--- config.mk ---
export PLATFORM = sky130hd
export DESIGN_NAME = fwd_hold_unit
export DESIGN_NICKNAME = d
export VERILOG_FILES = /design/src/rtl/fwd_hold_unit.sv
export SDC_FILE = /design/constraint.sdc
export NUM_CORES = 1
export LEC_CHECK = 0
export ABC_AREA = 1
export CAP_MARGIN = 5
export CORE_ASPECT_RATIO = 1.2
export CORE_MARGIN = 5
export CORE_UTILIZATION = 46
export DETAILED_ROUTE_END_ITERATION = 12
export GPL_ROUTABILITY_DRIVEN = 0
export PLACE_DENSITY = 0.93
export SYNTH_ARGS = -nofsm -noshare
export SYNTH_HDL_FRONTEND = slang
export SYNTH_SLANG_ARGS = --single-unit
--- constraint.sdc ---
create_clock -name clk -period 1.9 [get_ports clk]
set_input_delay 0.285 -clock clk [delete_from_list [all_inputs] [get_ports clk]]
set_output_delay 0.285 -clock clk [all_outputs]
set_load 0.01 [all_outputs]
--- src/rtl/fwd_hold_unit.sv ---
// ---------------------------------------------------------------------------
// fwd_hold_unit
//   Operand forwarding and load-use hazard control for the RV32I execute
//   stage. It sits between the ID/EX register outputs and the ALU inputs.
//
//   Forwarding: each of the NUM_SRC execute operands is taken from M
//   (highest priority), then W, then the register file value. Register x0
//   is never forwarded. When an external stall freezes EX, the operand that
//   was live on the first stall cycle is captured. Later stall cycles use
//   the captured copy, so results retiring from M/W during the freeze are
//   not lost.
//
//   Hazards: a load in EX whose rd feeds a decode source freezes F/D and
//   bubbles EX. A saturating counter tracks the bubble cycles.
//
// Ports
//   clk, reset     clock, synchronous active-high reset
//   rs_D           decode source addresses, slice i = [i*RA_W +: RA_W]
//   rs_E           execute source addresses, same slicing
//   rdata_E        register-file operands in EX, slice i = [i*XLEN +: XLEN]
//   rd_E           EX destination register
//   memRead_E      EX instruction is a load
//   rd_M           M destination register
//   regWrite_M     M writes the register file
//   aluResult_M    M forward value
//   rd_W           W destination register
//   regWrite_W     W writes the register file
//   wd_W           W writeback value
//   stall_ext      external EX freeze
//   flush_E        branch flush of EX
//   fwdData_E      resolved operands
//   fwdSel_E       per-source select: 00 reg, 01 W, 10 M, 11 held
//   stall_F        freeze PC
//   stall_D        freeze IF/ID
//   bubble_E       insert NOP into ID/EX
//   luStallCnt     saturating count of load-use bubble cycles
// ---------------------------------------------------------------------------
module fwd_hold_unit #(
    parameter int XLEN    = 32,
    parameter int NUM_SRC = 2,
    parameter int RA_W    = 5,
    parameter int CNT_W   = 16
) (
    input  logic                      clk,
    input  logic                      reset,
    input  logic [NUM_SRC*RA_W-1:0]   rs_D,
    input  logic [NUM_SRC*RA_W-1:0]   rs_E,
    input  logic [NUM_SRC*XLEN-1:0]   rdata_E,
    input  logic [RA_W-1:0]           rd_E,
    input  logic                      memRead_E,
    input  logic [RA_W-1:0]           rd_M,
    input  logic                      regWrite_M,
    input  logic [XLEN-1:0]           aluResult_M,
    input  logic [RA_W-1:0]           rd_W,
    input  logic                      regWrite_W,
    input  logic [XLEN-1:0]           wd_W,
    input  logic                      stall_ext,
    input  logic                      flush_E,
    output logic [NUM_SRC*XLEN-1:0]   fwdData_E,
    output logic [NUM_SRC*2-1:0]      fwdSel_E,
    output logic                      stall_F,
    output logic                      stall_D,
    output logic                      bubble_E,
    output logic [CNT_W-1:0]          luStallCnt
);

    localparam logic [1:0] SEL_REG  = 2'b00;
    localparam logic [1:0] SEL_W    = 2'b01;
    localparam logic [1:0] SEL_M    = 2'b10;
    localparam logic [1:0] SEL_HELD = 2'b11;

    logic [NUM_SRC-1:0]            held_vld_q, held_vld_d;
    logic [NUM_SRC-1:0][XLEN-1:0]  held_q, held_d;
    logic [NUM_SRC-1:0][XLEN-1:0]  fwd_data;
    logic [NUM_SRC-1:0][1:0]       fwd_sel;
    logic [CNT_W-1:0]              lu_cnt_q, lu_cnt_d;
    logic                          lu;
    logic                          lu_eff;

    // Operand select and mux, zero latency.
    always_comb begin
        fwd_sel  = '0;
        fwd_data = '0;
        for (int i = 0; i < NUM_SRC; i++) begin
            if (held_vld_q[i]) begin
                fwd_sel[i]  = SEL_HELD;
                fwd_data[i] = held_q[i];
            end else if (regWrite_M && (rd_M != '0) && (rd_M == rs_E[i*RA_W +: RA_W])) begin
                fwd_sel[i]  = SEL_M;
                fwd_data[i] = aluResult_M;
            end else if (regWrite_W && (rd_W != '0) && (rd_W == rs_E[i*RA_W +: RA_W])) begin
                fwd_sel[i]  = SEL_W;
                fwd_data[i] = wd_W;
            end else begin
                fwd_sel[i]  = SEL_REG;
                fwd_data[i] = rdata_E[i*XLEN +: XLEN];
            end
        end
    end

    // Hold capture: the first frozen cycle uses live forwarding and latches
    // it. A flush wins over the stall, so a squashed instruction's operand
    // is never captured.
    always_comb begin
        held_vld_d = held_vld_q;
        held_d     = held_q;
        for (int i = 0; i < NUM_SRC; i++) begin
            if (flush_E || !stall_ext) begin
                held_vld_d[i] = 1'b0;
            end else if (!held_vld_q[i]) begin
                held_d[i]     = fwd_data[i];
                held_vld_d[i] = 1'b1;
            end
        end
    end

    // Load-use detection uses only addresses and control, never operand data.
    always_comb begin
        lu = 1'b0;
        for (int i = 0; i < NUM_SRC; i++) begin
            if (rs_D[i*RA_W +: RA_W] == rd_E) begin
                lu = 1'b1;
            end
        end
        lu     = lu && memRead_E && (rd_E != '0);
        lu_eff = lu && !flush_E;
    end

    always_comb begin
        lu_cnt_d = lu_cnt_q;
        if (bubble_E && (lu_cnt_q != {CNT_W{1'b1}})) begin
            lu_cnt_d = lu_cnt_q + {{(CNT_W-1){1'b0}}, 1'b1};
        end
    end

    always_ff @(posedge clk) begin
        if (reset) begin
            held_vld_q <= '0;
            held_q     <= '0;
            lu_cnt_q   <= '0;
        end else begin
            held_vld_q <= held_vld_d;
            held_q     <= held_d;
            lu_cnt_q   <= lu_cnt_d;
        end
    end

    assign fwdData_E  = fwd_data;
    assign fwdSel_E   = fwd_sel;
    assign stall_F    = lu_eff || stall_ext;
    assign stall_D    = lu_eff || stall_ext;
    // A frozen EX keeps its instruction, so no bubble goes in.
    assign bubble_E   = lu_eff && !stall_ext;
    assign luStallCnt = lu_cnt_q;

endmodule

==> run metrics, run 1 <==
clk root buf clkbuf_16; Synth area leaders nand2_1, dfxtp_1, nand3_1; Synth area leader nand2_1; quantity of hold-fixing buffers added after cts 0; post-synth top area share just under 30%; IO Pins 257; part of the Yosys area used for sequential elements a little under a quarter; total gr overflow 197; I/O Buffers approximately 260; DP HPWL between 15 and 20 mm; overall die height between 100 and 150 um; warnings from Yosys 0; largest net degree at the start of global routing 65; Die Wd around 120 um; H-tree depth 3; initial core utilization 46.61%; synthesized area between 6000 and 7000 um2; critical endpoint after global-route timing repair fwdData_E[61]; global-route usage over all layers ~82%; #FFs+latches synth 81; Exit stage 5_1_grt; Syn Inst Count approximately 1200; total CTS buffers 9; # clock sinks between 80 and 90; Syn Nets about 1400; library cells used by synthesis 29; synthesized area per cell 5.596 um2; clock tree buffer depth 2; Err [ERROR GRT-0232] Routing congestion too high. Check the congestion heatmap in the GUI.; status did not finish; row count 49; WEP type primary output
[timing repair]
action	4_1_cts
gates resized for setup	567
setup buffers	122
cloned	16
endpoints found under the setup margin	135
pin swaps	100
[per-stage QoR]
stage | cells | util [%] | hold slack [ns] | instance area, um2 | worst slack, ns
after floorplan | 1246 | - | 0.3643 | 6973 | 0.3102
after detailed placement | 1728 | 69.53 | 0.5141 | 10400 | -1.189
after global placement | 1728 | 69.53 | 0.4935 | 10400 | -1.145
after CTS | 1880 | 83.02 | 0.5279 | 12420 | -0.07150
[synthesized netlist by cell type (all sizes together)]
library cell / n
clkbuf: 20
o21ai: 2
nor4: 1
nand3b: 2
buf: 56
a21oi: 16
ha: 1
nor2: 30
dfxtp: 81
xnor2: 13
nor3: 9
inv: 170
clkinv: 1
xor2: 14
nand4: 69
nand3: 147
o21a: 64
nand2: 550
[kinds of logic after synthesis]
| logic type | synth area share, % |
|---|---|
| adders and majority gates | 0.1794 |
| AOI/OAI and AO/OA | 8.182 |
| and+or+nand+nor | 50.13 |
| xor gates and xnor gates | 3.391 |
| DFF | 23.26 |
| buffers and inverters | 14.86 |
[per-layer routing]
| layer | GRT overflow | global-route usage [%] |
|---|---|---|
| met4 | 77 | 88.80 |
| met1 | 3 | 78.90 |
| met5 | 0 | 15.34 |
| met2 | 112 | 97.45 |
| met3 | 5 | 69.44 |
==> run 2, diff against run 1 <==
CORE_ASPECT_RATIO = unset   (was 1.2)
CORE_UTILIZATION = 34   (was 46)
PLACE_DENSITY = unset   (was 0.93)
PLACE_DENSITY_LB_ADDON = 0.15   (was unset)
==> run 2 against run 1 <==
  * The flow now finishes, with violations (setup timing)
  * Synthesized cell count unchanged
  * Area after synthesis unchanged
==> run metrics, run 2 <==
initial detailed-routing violation count roughly 590; area delta synth->final 95.24%; FF-to-FF path depth 12; crit-path max FO 3; critical path depth 13; CP startpoint rd_M[4]; initial antenna violation count 4; overall die height around 150 um; Final min period 2.078 ns; synthesized area per cell between 5 and 6 um2; quantity of hold-fixing buffers added after cts 0; critical path type in2out; Final setup viols 66; Final WS setup -0.1778 ns; Hold Vio Cnt, Final 0; CP endpoint fwdData_E[18]; total CTS buffers 9; total net switching power approximately 2 mW; failing checks setup timing; clk slew on worst S/H paths about 0.060 ns; worst path buffer plus inverter count 7; placed inst area 10670 um2; Detail Route Antenna Nets 0; drt pass-1 iters 5; RSZ-0062 raised after global routing yes; # clock sinks between 80 and 90; Synth top cells by count nand2_1, inv_1, nand3_1, dfxtp_1, nand4_1; clk root buf clkbuf_16; DR vias/cell a little over 5; worst r2r dst held_q[18]; synthesized area 6973 um2; Max Cap Violations 0; async set or reset register ratio after synthesis 0%; max reg flops 64; total gr overflow 0; Comb pwr share around two fifths; largest register by flop count held_q; CP Capture Type primary output; CP Cell Sequence buf_8 > xnor2_4 > nand3_4 > buf_6 > nor3_4 > buf_6 > nor2_4 > buf_12 > buf_12 > buf_8 > nand2_4 > nand2_2 > buf_6; library cells used by synthesis 29; EDFF count, synth 0; R2R setup slack 0.24 ns; I/O Buffers ~260; crit share post-route 109.4%; H-tree depth 3; worst hold path class reg2reg; PwrDens around 450 nW/um2; post-route cell area ~14000 um2; Leakage 6.570 nW; clock tree buffer depth 2; CP top delay family buffers and inverters; clk_lat worst skew about 0.34 ns; post-layout util between 60% and 70%; first-pass GRT wire length a little under 50 mm; initial core utilization 34.46%; Crit-path slowest cell xnor2_4; part of the Yosys area used for sequential elements between 20% and 30%; measured slew at the worst slew-check pin around 0.4 ns; warnings from Yosys 0; biggest cell delay along the critical path about 0.20 ns; predominant post-synthesis flop cell dfxtp_1; Tot Pwr a little over 6 mW; IO Pins 257; most frequent cells in the layout nand2_1, clkdlybuf4s50_1, inv_1; row count 52; Req. time, crit path ~1.6 ns; final wirelength approximately 33 mm; commonest non-fill, non-tap cell in the layout nand2_1; drt drc 0; number of global-route vias before repair between 9000 and 10000; Max Clk Rate 0.4813 GHz; clk_skew roughly 0.0076 ns; TritonCTS clock tree yes; Worst VDD drop ~530 uV; overall die area 23470 um2; #FFs+latches synth about 80; Syn Nets approximately 1400; RR Startpoint held_vld_q[0]; global-route usage over all layers between 20% and 30%; final net count roughly 1800; Final Max Tran Viols 0; layout cells sized above 1 between 30% and 40%; Vias around 9700; Int Power 4.150 mW; Synth area leaders nand2_1, dfxtp_1, nand3_1; post-synth top area share between 20 and 30%; Worst setup SP type input port; largest net degree at the start of global routing 65; wire per inst around 17 um; status finished with violations; Die Wd approximately 150 um; most numerous cell in the Yosys netlist nand2_1; Flop pwr share a little under a third; Syn Inst Count ~1200; core area ~20000 um2; Slew HR 72.98%; Synth area leader nand2_1; CP most frequent cell buf_6; DP HPWL 20.02 mm; Clock power frac between 20% and 30%; switching portion of total power 32.44%; Worst EP arrival ~1.8 ns
run 2: cell type report:
class | count | area (um2)
Multi-Input combinational cell | 918 | 5579
Sequential cell | 81 | 1623
Tap cell | 270 | 337.8
Fill cell | 1675 | 6620
Antenna cell | 3 | 7.507
Timing Repair Buffer | 461 | 5114
Clock buffer | 10 | 229.0
Inverter | 171 | 656.9
Clock inverter | 6 | 67.56
run 2: worst min-delay path by stage:
stage / depth (start not counted) / end / slack [ns] / startpoint
after global routing: 2 / luStallCnt[13] / 0.53 / luStallCnt[13]
after global placement: 2 / luStallCnt[13] / 0.49 / luStallCnt[13]
after detailed placement: 2 / luStallCnt[13] / 0.49 / luStallCnt[13]
after floorplan: 1 / held_vld_q[0] / 0.36 / flush_E
final: 2 / luStallCnt[13] / 0.50 / luStallCnt[13]
after CTS: 2 / luStallCnt[13] / 0.50 / luStallCnt[13]
run 2: logic make-up (layout without fill, tap and decap cells):
family	after synthesis	in the layout	share of synthesized area, %
buffers and inverters	247	648	14.86
xor gates and xnor gates	27	27	3.391
DFF	81	81	23.26
AOI/OAI and AO/OA	82	82	8.182
and+or+nand+nor	808	808	50.13
other	0	3	0
adders and majority gates	1	1	0.1794
run 2: worst min-delay path, cell delays in order (launching register included):
cell	delay, ns
dfxtp_1	0.33
nand2_1	0.07
a21oi_1	0.05
run 2: layer usage:
metal | wire [um] | share of wire, % | up-vias | GRT usage [%]
met5 | 31 | 0.093 | - | 0
met4 | 1148 | 3.5 | 4 | 9.164
met3 | 2546 | 7.7 | 95 | 5.881
met2 | 16210 | 49 | 370 | 43.62
met1 | 13270 | 40 | 4467 | 31.65
li1 | - | - | 4721 | -
run 2: metrics by stage:
stage               setup WS, ns  hold WS (ns)  TNS (ns)  std cells
floorplan                 0.3102        0.3643         0       1246
global route             -0.2389        0.5317    -9.046       1919
CTS                      -0.2123        0.4983    -5.894       1901
finish                   -0.1778        0.4961    -4.898       1920
detailed placement       -0.9078        0.4874    -76.44       1807
global placement         -0.9169        0.4852    -74.78       1807
run 2: what timing repair did:
| action | CTS | global route |
|---|---|---|
| gates cloned | 15 | 3 |
| endpoints found under the setup margin | 82 | 72 |
| pin swaps | 72 | 149 |
| setup buffers | 66 | 22 |
| resized for setup | 600 | 331 |
run 2: power by group through the flow:
stage	Clock, mW	Sequential, mW	Combinational [mW]
after floorplan	0	1.87	0.751
after global placement	0	1.87	1.79
after detailed placement	0	1.88	1.80
after CTS	1.83	1.84	2.12
after global routing	1.91	1.85	2.66
final	1.80	1.84	2.50
No activity file was read; power rests on OpenSTA's default activity.
